===== config.mk =====
export PLATFORM = sky130hd
export DESIGN_NAME = sfu_err_monitor_flat
export DESIGN_NICKNAME = d
export VERILOG_FILES = /design/src/rtl/sfu_err_monitor_if.sv /design/src/rtl/sfu_err_monitor.sv /design/src/flat_wrapper.sv
export SDC_FILE = /design/constraint.sdc
export NUM_CORES = 1
export LEC_CHECK = 0
export CORE_MARGIN = 5
export CORE_UTILIZATION = 43
export CTS_BUF_LIST = sky130_fd_sc_hd__clkbuf_8
export DETAILED_ROUTE_END_ITERATION = 10
export REMOVE_ABC_BUFFERS = 1
export SLEW_MARGIN = 20
export SYNTH_ARGS = -nofsm -noshare
export SYNTH_HDL_FRONTEND = slang
export SYNTH_SLANG_ARGS = --single-unit
export TNS_END_PERCENT = 30

===== constraint.sdc =====
create_clock -name CLK -period 7.6 [get_ports CLK]
set_input_delay 1.52 -clock CLK [delete_from_list [all_inputs] [get_ports CLK]]
set_output_delay 1.52 -clock CLK [all_outputs]
set_load 0.005 [all_outputs]

===== src/rtl/sfu_err_monitor_if.sv =====
// rtl/sfu_err_monitor_if.sv - golden and SFU-result valid/ready stream bundle
//
// Purpose: carries the two input streams of sfu_err_monitor.
//   gold_valid/gold_ready/gold_data : golden value stream
//   res_valid/res_ready/res_data    : SFU result stream
// master: stream source (testbench / SFU side); slave: the monitor.
interface sfu_err_monitor_if;
    logic        gold_valid;
    logic        gold_ready;
    logic [31:0] gold_data;
    logic        res_valid;
    logic        res_ready;
    logic [31:0] res_data;

    modport master (
        output gold_valid, gold_data, res_valid, res_data,
        input  gold_ready, res_ready
    );

    modport slave (
        input  gold_valid, gold_data, res_valid, res_data,
        output gold_ready, res_ready
    );
endinterface


===== src/rtl/sfu_err_monitor.sv =====
// rtl/sfu_err_monitor.sv - in-order golden/result pairing with ULP error statistics
//
// Purpose: buffers golden words in a FIFO, pairs each SFU result with the FIFO
// head, computes |gold - res| and keeps sample/fail/max/histogram statistics
// over a programmed number of samples.
// Ports:
//   CLK, RST_N          : clock (rising edge), asynchronous active-low reset
//   start               : begin a run (honoured in IDLE or DONE only)
//   sample_total        : samples per run, latched on start
//   precision           : 1 = fp32 compare, 0 = fp16 (low 16 bits), latched on start
//   bus (slave)         : golden and result valid/ready streams
//   err_valid, err_data : one-cycle pulse with the absolute error of the last pair
//   busy, done          : state is RUN / DONE
//   sample_cnt, fail_cnt, max_err : run statistics (counters saturate)
//   hist0, hist1, hist23, hist4p  : error histogram
// Optional feature: define SFU_MON_HIST_EN to build the histogram counters;
// otherwise the hist* ports are tied to zero.
module sfu_err_monitor #(
    parameter int          GOLD_DEPTH = 8,
    parameter int          CNT_W      = 24,
    parameter int unsigned ERR_THRESH = 2
) (
    input  logic             CLK,
    input  logic             RST_N,
    input  logic             start,
    input  logic [CNT_W-1:0] sample_total,
    input  logic             precision,
    sfu_err_monitor_if.slave bus,
    output logic             err_valid,
    output logic [31:0]      err_data,
    output logic             busy,
    output logic             done,
    output logic [CNT_W-1:0] sample_cnt,
    output logic [CNT_W-1:0] fail_cnt,
    output logic [31:0]      max_err,
    output logic [CNT_W-1:0] hist0,
    output logic [CNT_W-1:0] hist1,
    output logic [CNT_W-1:0] hist23,
    output logic [CNT_W-1:0] hist4p
);
    localparam int         AW      = (GOLD_DEPTH > 1) ? $clog2(GOLD_DEPTH) : 1;
    localparam logic [AW:0] DEPTH_C = (AW+1)'(GOLD_DEPTH);

    typedef enum logic [1:0] {IDLE = 2'd0, RUN = 2'd1, DONE = 2'd2} state_t;

    function automatic logic [CNT_W-1:0] sat_inc(input logic [CNT_W-1:0] v);
        return (&v) ? v : v + CNT_W'(1);
    endfunction

    state_t           state_q, state_d;
    logic [31:0]      mem_q [GOLD_DEPTH];
    logic [31:0]      mem_d [GOLD_DEPTH];
    logic [AW-1:0]    wr_ptr_q, wr_ptr_d, rd_ptr_q, rd_ptr_d;
    logic [AW:0]      count_q, count_d;
    logic [CNT_W-1:0] total_q, total_d, sample_cnt_q, sample_cnt_d, fail_cnt_q, fail_cnt_d;
    logic             prec_q, prec_d, err_valid_q, err_valid_d;
    logic [31:0]      err_data_q, err_data_d, max_err_q, max_err_d;

    logic             run, push, pop, start_fire;
    logic [31:0]      gold_op, res_op, diff, err;
    logic [CNT_W-1:0] sample_inc;

    assign run        = (state_q == RUN);
    // Full is taken from registered occupancy, so a pop does not free a slot
    // for a push in the same cycle.
    assign bus.gold_ready = run && (count_q != DEPTH_C);
    assign bus.res_ready  = run && (count_q != '0);
    assign push       = bus.gold_valid && bus.gold_ready;
    assign pop        = bus.res_valid && bus.res_ready;
    assign start_fire = start && !run;

    assign gold_op    = prec_q ? mem_q[rd_ptr_q] : {16'h0, mem_q[rd_ptr_q][15:0]};
    assign res_op     = prec_q ? bus.res_data    : {16'h0, bus.res_data[15:0]};
    assign diff       = gold_op - res_op;
    // Two's-complement magnitude; 0x80000000 maps onto itself.
    assign err        = diff[31] ? (~diff + 32'd1) : diff;
    assign sample_inc = sat_inc(sample_cnt_q);

    always_comb begin
        state_d      = state_q;
        mem_d        = mem_q;
        wr_ptr_d     = wr_ptr_q;
        rd_ptr_d     = rd_ptr_q;
        count_d      = count_q;
        total_d      = total_q;
        prec_d       = prec_q;
        sample_cnt_d = sample_cnt_q;
        fail_cnt_d   = fail_cnt_q;
        err_data_d   = err_data_q;
        max_err_d    = max_err_q;
        err_valid_d  = 1'b0;
        case (state_q)
            IDLE, DONE: begin
                if (start) begin
                    state_d      = (sample_total == '0) ? DONE : RUN;
                    total_d      = sample_total;
                    prec_d       = precision;
                    sample_cnt_d = '0;
                    fail_cnt_d   = '0;
                    max_err_d    = '0;
                    wr_ptr_d     = '0;
                    rd_ptr_d     = '0;
                    count_d      = '0;
                end
            end
            RUN: begin
                if (push) begin
                    mem_d[wr_ptr_q] = bus.gold_data;
                    wr_ptr_d        = wr_ptr_q + AW'(1);
                end
                if (pop) begin
                    rd_ptr_d     = rd_ptr_q + AW'(1);
                    err_valid_d  = 1'b1;
                    err_data_d   = err;
                    sample_cnt_d = sample_inc;
                    if (err > 32'(ERR_THRESH)) fail_cnt_d = sat_inc(fail_cnt_q);
                    if (err > max_err_q)       max_err_d  = err;
                    if (sample_inc == total_q) state_d    = DONE;
                end
                case ({push, pop})
                    2'b10:   count_d = count_q + (AW+1)'(1);
                    2'b01:   count_d = count_q - (AW+1)'(1);
                    default: count_d = count_q;
                endcase
            end
            default: state_d = IDLE;
        endcase
    end

    always_ff @(posedge CLK or negedge RST_N) begin
        if (!RST_N) begin
            state_q      <= IDLE;
            for (int i = 0; i < GOLD_DEPTH; i++) mem_q[i] <= '0;
            wr_ptr_q     <= '0;
            rd_ptr_q     <= '0;
            count_q      <= '0;
            total_q      <= '0;
            prec_q       <= 1'b0;
            sample_cnt_q <= '0;
            fail_cnt_q   <= '0;
            err_data_q   <= '0;
            max_err_q    <= '0;
            err_valid_q  <= 1'b0;
        end else begin
            state_q      <= state_d;
            mem_q        <= mem_d;
            wr_ptr_q     <= wr_ptr_d;
            rd_ptr_q     <= rd_ptr_d;
            count_q      <= count_d;
            total_q      <= total_d;
            prec_q       <= prec_d;
            sample_cnt_q <= sample_cnt_d;
            fail_cnt_q   <= fail_cnt_d;
            err_data_q   <= err_data_d;
            max_err_q    <= max_err_d;
            err_valid_q  <= err_valid_d;
        end
    end

    assign busy       = run;
    assign done       = (state_q == DONE);
    assign err_valid  = err_valid_q;
    assign err_data   = err_data_q;
    assign sample_cnt = sample_cnt_q;
    assign fail_cnt   = fail_cnt_q;
    assign max_err    = max_err_q;

`ifdef SFU_MON_HIST_EN
    logic [CNT_W-1:0] h0_q, h0_d, h1_q, h1_d, h23_q, h23_d, h4p_q, h4p_d;

    // start_fire and pop are mutually exclusive (pop only happens in RUN).
    always_comb begin
        h0_d  = h0_q;
        h1_d  = h1_q;
        h23_d = h23_q;
        h4p_d = h4p_q;
        if (start_fire) begin
            h0_d  = '0;
            h1_d  = '0;
            h23_d = '0;
            h4p_d = '0;
        end else if (pop) begin
            if (err == 32'd0)       h0_d  = sat_inc(h0_q);
            else if (err == 32'd1)  h1_d  = sat_inc(h1_q);
            else if (err <= 32'd3)  h23_d = sat_inc(h23_q);
            else                    h4p_d = sat_inc(h4p_q);
        end
    end

    always_ff @(posedge CLK or negedge RST_N) begin
        if (!RST_N) begin
            h0_q  <= '0;
            h1_q  <= '0;
            h23_q <= '0;
            h4p_q <= '0;
        end else begin
            h0_q  <= h0_d;
            h1_q  <= h1_d;
            h23_q <= h23_d;
            h4p_q <= h4p_d;
        end
    end

    assign hist0  = h0_q;
    assign hist1  = h1_q;
    assign hist23 = h23_q;
    assign hist4p = h4p_q;
`else
    assign hist0  = '0;
    assign hist1  = '0;
    assign hist23 = '0;
    assign hist4p = '0;
`endif
endmodule


===== src/flat_wrapper.sv =====
// flat-port wrapper written by rule: the top's interface ports become plain ports
module sfu_err_monitor_flat 
#(
    parameter int          GOLD_DEPTH = 8,
    parameter int          CNT_W      = 24,
    parameter int unsigned ERR_THRESH = 2
)
  (CLK, RST_N, start, sample_total, precision, err_valid, err_data, busy, done, sample_cnt, fail_cnt, max_err, hist0, hist1, hist23, hist4p, bus_gold_valid, bus_gold_data, bus_res_valid, bus_res_data, bus_gold_ready, bus_res_ready);
  sfu_err_monitor_if bus_i ();
  input  logic CLK;
  input  logic RST_N;
  input  logic start;
  input  logic [CNT_W-1:0] sample_total;
  input  logic precision;
  output logic err_valid;
  output logic [31:0] err_data;
  output logic busy;
  output logic done;
  output logic [CNT_W-1:0] sample_cnt;
  output logic [CNT_W-1:0] fail_cnt;
  output logic [31:0] max_err;
  output logic [CNT_W-1:0] hist0;
  output logic [CNT_W-1:0] hist1;
  output logic [CNT_W-1:0] hist23;
  output logic [CNT_W-1:0] hist4p;
  input wire logic [$bits(bus_i.gold_valid)-1:0] bus_gold_valid;
  input wire logic [$bits(bus_i.gold_data)-1:0] bus_gold_data;
  input wire logic [$bits(bus_i.res_valid)-1:0] bus_res_valid;
  input wire logic [$bits(bus_i.res_data)-1:0] bus_res_data;
  output wire logic [$bits(bus_i.gold_ready)-1:0] bus_gold_ready;
  output wire logic [$bits(bus_i.res_ready)-1:0] bus_res_ready;
  assign bus_i.gold_valid = bus_gold_valid;
  assign bus_i.gold_data = bus_gold_data;
  assign bus_i.res_valid = bus_res_valid;
  assign bus_i.res_data = bus_res_data;
  assign bus_gold_ready = bus_i.gold_ready;
  assign bus_res_ready = bus_i.res_ready;
  sfu_err_monitor #(.GOLD_DEPTH(GOLD_DEPTH), .CNT_W(CNT_W), .ERR_THRESH(ERR_THRESH)) u_core (.CLK(CLK), .RST_N(RST_N), .start(start), .sample_total(sample_total), .precision(precision), .bus(bus_i), .err_valid(err_valid), .err_data(err_data), .busy(busy), .done(done), .sample_cnt(sample_cnt), .fail_cnt(fail_cnt), .max_err(max_err), .hist0(hist0), .hist1(hist1), .hist23(hist23), .hist4p(hist4p));
endmodule

== Yosys cells after proc, flatten, opt, wreduce, memory -nomap -nowiden ==
Index checks and enable logic that the tools add are counted.

* $add $sub $neg: 8
* Magnitude comparators: 5
* Equality and inequality tests: 14
* Mux-type cells: 36
* Bitwise logic cells: 3
* Reductions and logical operators: 21

{| class="wikitable"
|+ Operators by type and width
! cell !! number
|-
| 32-bit two-way mux || 9
|-
| 256-bit bitwise mux || 1
|-
| 24-bit two-way mux || 6
|-
| 32-bit binary-select mux with 3-bit select || 1
|-
| 32-bit demux with 3-bit select || 1
|-
| 24-bit case mux with 2 select lines || 2
|-
| 32-bit case mux with 2 select lines || 1
|-
| 24-bit by 1-bit adder with 24-bit output, second input constant || 2
|-
| 24-bit AND reduction || 2
|-
| 32-bit by 1-bit adder with 32-bit output, second input constant || 1
|-
| 32-bit by 2-bit > comparator with 1-bit output, second input constant || 1
|-
| 32-bit > comparator || 1
|-
| 32-bit NOT || 1
|-
| 32-bit subtractor || 1
|-
| 24-bit == test || 1
|-
| 24-bit zero test || 1
|-
| 4-bit case mux with 2 select lines || 2
|-
| 2-bit inequality test, second input constant || 7
|-
| 3-bit case mux with 2 select lines || 2
|-
| 3-bit AND reduction || 4
|-
| 3-bit two-way mux || 3
|-
| 4-bit greater-or-equal comparator, second input constant || 2
|-
| 2-bit two-way mux || 4
|-
| 3-bit NOT with 4-bit output || 2
|-
| 19 further kinds || 29
|}

* Register bits after elaboration: 406
* Input port bits: 94
* Output and inout bits: 213
* Word-level logic and storage cells: 106

== Logic depth before layout (Yosys ltp) ==
* Word-level depth: 13
* Depth in mapped cells: 33
* Depth with buffers taken out: 27

== Least setup slack after synthesis ==
No wires, ideal clock.

* Path kind: reg-to-reg
* Start point: reg u_core.rd_ptr_q[0]
* End point: reg u_core.max_err_q[18], in the netlist u_core.max_err[18]
* Setup time: 80 ps
* Data arrival time: 6,911 ps
* Required time: 7,520 ps
* Path slack: 609 ps
* Stages on the path, launching flop included: 32
* Path buffers: 7
* Period minus slack after synthesis: 6,991 ps
* Cells stage by stage: dfrtp_1 buf_1 buf_1 mux4_2 mux2_2 ha_1 buf_2 and4_1 and3_4 a21boi_2 o211ai_1 a21oi_1 xor2_1 buf_2 clkbuf_1 nand2_1 xor2_1 inv_1 ha_1 a21o_1 a21o_1 a21oi_1 nor2b_1 o21ai_0 nand2_1 o22a_1 nand4_1 a311oi_2 o21ai_1 buf_4 buf_6 mux2i_1

* Word-level cells in the longest chain between the ends: 12
* Elaborated cells on any way between the ends: 15
* Those cells by class: 2 x add/sub; 1 x order compare; 1 x eq/ne; 8 x mux; 2 x bitwise; 1 x reduce/logical

{| class="wikitable"
|+ RTL lines
! what !! RTL line !! text
|-
| start: declaration || sfu_err_monitor.sv:53 || <nowiki>logic [AW-1:0] wr_ptr_q, wr_ptr_d, rd_ptr_q, rd_ptr_d;</nowiki>
|-
| start signal: assignment || sfu_err_monitor.sv:148 || <nowiki>rd_ptr_q <= rd_ptr_d;</nowiki>
|-
| 3-bit NOT with 4-bit output (implied by the code) (*) || sfu_err_monitor.sv:72 || <nowiki>assign gold_op = prec_q ? mem_q[rd_ptr_q] : {16'h0, mem_q[rd_ptr_q][15:0]};</nowiki>
|-
| 32-bit binary-select mux with 3-bit select (*) || sfu_err_monitor.sv:72 ||
|-
| 32-bit two-way mux (implied by the code) (*) (2 in a row) || sfu_err_monitor.sv:72 ||
|-
| 32-bit two-way mux (*) || sfu_err_monitor.sv:72 ||
|-
| 32-bit subtractor (*) || sfu_err_monitor.sv:74 || <nowiki>assign diff = gold_op - res_op;</nowiki>
|-
| 32-bit NOT || sfu_err_monitor.sv:76 || <nowiki>assign err = diff[31] ? (~diff + 32'd1) : diff;</nowiki>
|-
| 32-bit by 1-bit adder with 32-bit output || sfu_err_monitor.sv:76 ||
|-
| 32-bit two-way mux (*) || sfu_err_monitor.sv:76 ||
|-
| named net u_core.err[9] || sfu_err_monitor.sv:60 || <nowiki>logic [31:0] gold_op, res_op, diff, err;</nowiki>
|-
| 32-bit > comparator (*) || sfu_err_monitor.sv:117 || <nowiki>if (err > max_err_q) max_err_d = err;</nowiki>
|-
| 2-bit inequality test (no source line) (*) || - ||
|-
| 4-bit AND reduction (no source line) (*) || - ||
|-
| end signal: assignment || sfu_err_monitor.sv:155 || <nowiki>max_err_q <= max_err_d;</nowiki>
|-
| end: declaration || sfu_err_monitor.sv:57 || <nowiki>logic [31:0] err_data_q, err_data_d, max_err_q, max_err_d;</nowiki>
|}

The timed path passes the listed nets; every way through them passes the cells marked *. The select of a mux whose other input is x is not followed.
A chain may end at the register's enable or synchronous reset.

== Worst setup path after layout ==
* Start point: reg u_core.rd_ptr_q[0]
* End point: reg u_core.max_err_q[21], in the netlist u_core.max_err[21]

Same word-level chain as after synthesis.

==> flow_summary.toml <==
[run_status]
outcome = "complete, no violations"

[sta]
fmax_mhz = 144
timing.max_slew.rel_slack_pct = 34.4
fin_ws_ns = 0.657
min_period_ns = 6.94
setup_tns_ns = 0
finalClockSkew_ns = 0.0498
pin_slew_with_the_least_headroom_to_its_limit_ns = 0.981
finalHoldViolations = 0
setup_viols_final = 0
maxSlewViolCount = 0
period_share_pct = 91.4
grt_setup_unrepaired = "false"

[worst_setup_path]
path_max_fanout = 21
crit_path_top_delay_cell = "sky130_fd_sc_hd__dfrtp_4"
startpoint_types = "flop"
critPathMostFrequentCell = "sky130_fd_sc_hd__a21oi_1"
timing.critical_path.arrival_ns = 7.43
worstSetupPathType = "reg -> reg"
crit_buf_inv = 4
cp_slowest_stage_delay_ns = 0.69
capturing_element_type_of_the_critical_path = "flop"
critPathRequiredTime_ns = 8.08
timing.critical_path.max_delay_family = "compound AO/OA/AOI/OAI gates"

[power]
irDropWorstVdd_mv = 0.426
pwr-share-comb_pct = 64.8
sw_frac_of_total_pct = 46.4
cellInternalPower_uw = 8020
power_density_nw_per_um2 = 528
power.net_switching_uw = 6940
clkPwrFrac_pct = 14.5
seqPwrFrac_pct = 20.7
leakage_uw = 0.0127

[logic_synthesis]
synthesis.area_um2 = 24100
ys_async_sr_fraction_pct = 100
yosys.area_share.adder_pct = 3.59
syn_inst = 2257
synth-xor-area-share_pct = 4.04
synth.distinct_cells = 100
synth_top_cell_area_share_pct = 42.2
synth_compound_gate_area_share_pct = 9.88
yosys_register_bits = 406
synthMuxAreaShare_pct = 21.1
synth_ff_type = "sky130_fd_sc_hd__dfrtp_1"
synth_edf_count = 0
yosys_warnings = 0
synth.avg_cell_area_um2 = 10.7
synth_top_family_by_area = "multiplexers"
top_cell_type_by_total_area_after_synthesis = "sky130_fd_sc_hd__dfrtp_1"
synth_simple_gate_area_share_pct = 12.6
synth_area_leaders = "sky130_fd_sc_hd__dfrtp_1 (42%), sky130_fd_sc_hd__mux2_2 (13%), sky130_fd_sc_hd__mux4_2 (6.0%)"
synth.yosys.seq_area_share_pct = 42.2

[drt]
drt_first_iter_violations = 1200
route.antenna.remaining_nets = 0
postRouteWirelength_mm = 64.3
wire_per_inst_um = 19.6
via_cell_ratio = 5.45
drt_first_pass_iters = 7
via_count = 17900
drcViolationCount = 0

[global_routing]
first_pass_grt_wire_length_mm = 101
grt_pass1_vias = 18000
globalRoute.totalOverflow = 0
antenna_found_initial = 6
grt_start_max_net_pins = 191
grt.total_usage_pct = 20.8

[clocking]
htreeDepth = 3
cts_root_buffer = "sky130_fd_sc_hd__clkbuf_8"
cts_post_setup_buffers_inserted = 0
tritoncts.num_buffers = 75
clock_tree_from_tritoncts = "yes"
cts.reportedPaths.clkPinSlew_ns = 0.05
post_cts.resized_instances = 0
clock_insertion_delay_worst_skew_ns = 0.68
clock_path_buffers = 3
cts_hold_buffers = 0
cts.sink_count = 406

[finish]
layout-area-overhead-vs-synth_pct = 17.7
nNetsFinal = 2629
utilization_of_the_core_after_routing_pct = 51.2
final_layout_size_suffix_gt1_share_pct = 21.9

[die]
fp.dieH_um = 247
design.die.area_um2 = 60800
dieWidth_um = 247
floorplan.initialDensity_pct = 43.5
top_level_ports = 307
row_count = 86
core_um2 = 55300

[job]
cap_viol_max_count = 0

[place]
globalplace.congestion = 0.908
dpl.hpwl_mm = 44.1
number_of_port_buffers = 210
dpl_worst_slack_ns = 0.260

[hold_path]
holdCritPathClass = "reg -> reg"
==> per-layer routing <==
metal / track usage, % / share of wire (%) / wire length (um)
met1: 29.4 / 46 / 29500
met2: 32.6 / 46 / 29600
met3: 4.13 / 5.3 / 3400
met4: 6.40 / 2.6 / 1640
met5: 0 / 0.067 / 43
==> final timing paths <==
check | from | to | slack (ns) | depth (start not counted)
setup / recovery | u_core.rd_ptr_q[0] | u_core.max_err[21] | 0.66 | 25
hold / removal | u_core.err_data[21] | u_core.err_data[21] | 0.47 | 2
setup reg to reg | u_core.rd_ptr_q[0] | u_core.max_err[21] | 0.66 | 25
hold reg to reg | u_core.err_data[21] | u_core.err_data[21] | 0.47 | 2
max in group asynchronous | RST_N | u_core.err_data[25] | 5.01 | 3
min in group asynchronous | RST_N | u_core.total_q[15] | 0.99 | 1
==> logic make-up after synthesis <==
family	Yosys count
adders and majority gates	68
buffers and inverters	304
xor gates and xnor gates	107
DFF	406
and+or+nand+nor	618
muxes	393
AOI/OAI and AO/OA	360
other	1
==> cell usage after synthesis (all sizes together), types with 4 or more instances <==
library cell	instances
and3	20
nand2	278
a21oi	81
o21ai	125
ha	65
o41ai	5
buf	136
xnor2	66
o211ai	16
o221ai	6
xor2	40
a21boi	5
mux2	274
and2	8
nor4	21
and4	5
nand4	28
nand3	57
or4	10
nand2b	13
a221o	5
o21a	14
a21o	17
nor3b	5
clkbuf	79
dfrtp	406
or3	25
nor3	33
mux2i	55
mux4	64
a31oi	16
nor2b	27
a211oi	12
inv	89
o31ai	18
o2111ai	4
nor2	75
==> flip-flops by register name, summed over array words and instances (netlist names) <==
register           flops
u_core.mem_q         256
u_core.err_data       32
u_core.max_err        32
u_core.fail_cnt       24
u_core.sample_cnt     24
u_core.total_q        24
u_core.count_q         4
u_core.rd_ptr_q        3
u_core.wr_ptr_q        3
u_core.state_q         2
u_core.err_valid       1
u_core.prec_q          1
==> cells in the final DEF, fill, tap and decap left out, types with 65 or more instances in the layout <==
cell type	netlist	routed
sky130_fd_sc_hd__a21oi_1	79	79
sky130_fd_sc_hd__inv_1	89	110
sky130_fd_sc_hd__dfrtp_1	406	404
sky130_fd_sc_hd__mux2_2	274	274
sky130_fd_sc_hd__ha_1	65	65
sky130_fd_sc_hd__conb_1	1	96
sky130_fd_sc_hd__nor2_1	74	73
sky130_fd_sc_hd__clkdlybuf4s50_1	0	209
sky130_fd_sc_hd__o21ai_0	106	106
sky130_fd_sc_hd__nand2_1	278	277
sky130_fd_sc_hd__clkbuf_8	0	97
==> area by class of cell <==
cell class	instances	area (um^2)
clock inverter	40	251
clock buffer	97	1340
tap	748	936
timing repair buffer	254	2540
sequential	406	10200
multi-input combinational	1642	12800
inverter	89	334
fill	5021	27000
antenna	2	5.00
==> power groups by stage <==
| stage | clock [uW] | combinational (uW) | sequential, uW |
|---|---|---|---|
| floorplan | 0 | 6640 | 3060 |
| global placement | 0 | 9410 | 3100 |
| detailed placement | 0 | 9600 | 3140 |
| CTS | 2240 | 9650 | 3100 |
| global route | 2340 | 10700 | 3170 |
| finish | 2170 | 9690 | 3090 |
==> through the flow <==
stage          area (um^2)  instances  total power (uW)  hold slack, ns
6_report             28300       3278             15000           0.474
5_1_grt              28300       3278             16200           0.498
4_1_cts              28300       3274             15000           0.482
3_5_place_dp         26700       3137             12700           0.471
3_3_place_gp         26700       3137             12500           0.464
2_1_floorplan        23200       2137              9700           0.455
==> worst min-delay path, stage by stage, from the launching register on <==
cell and delay, ns:
sky130_fd_sc_hd__dfrtp_1 0.33, sky130_fd_sc_hd__nand2_1 0.05, sky130_fd_sc_hd__o21ai_0 0.06
Note: power is estimated with default switching activity, not from simulation.
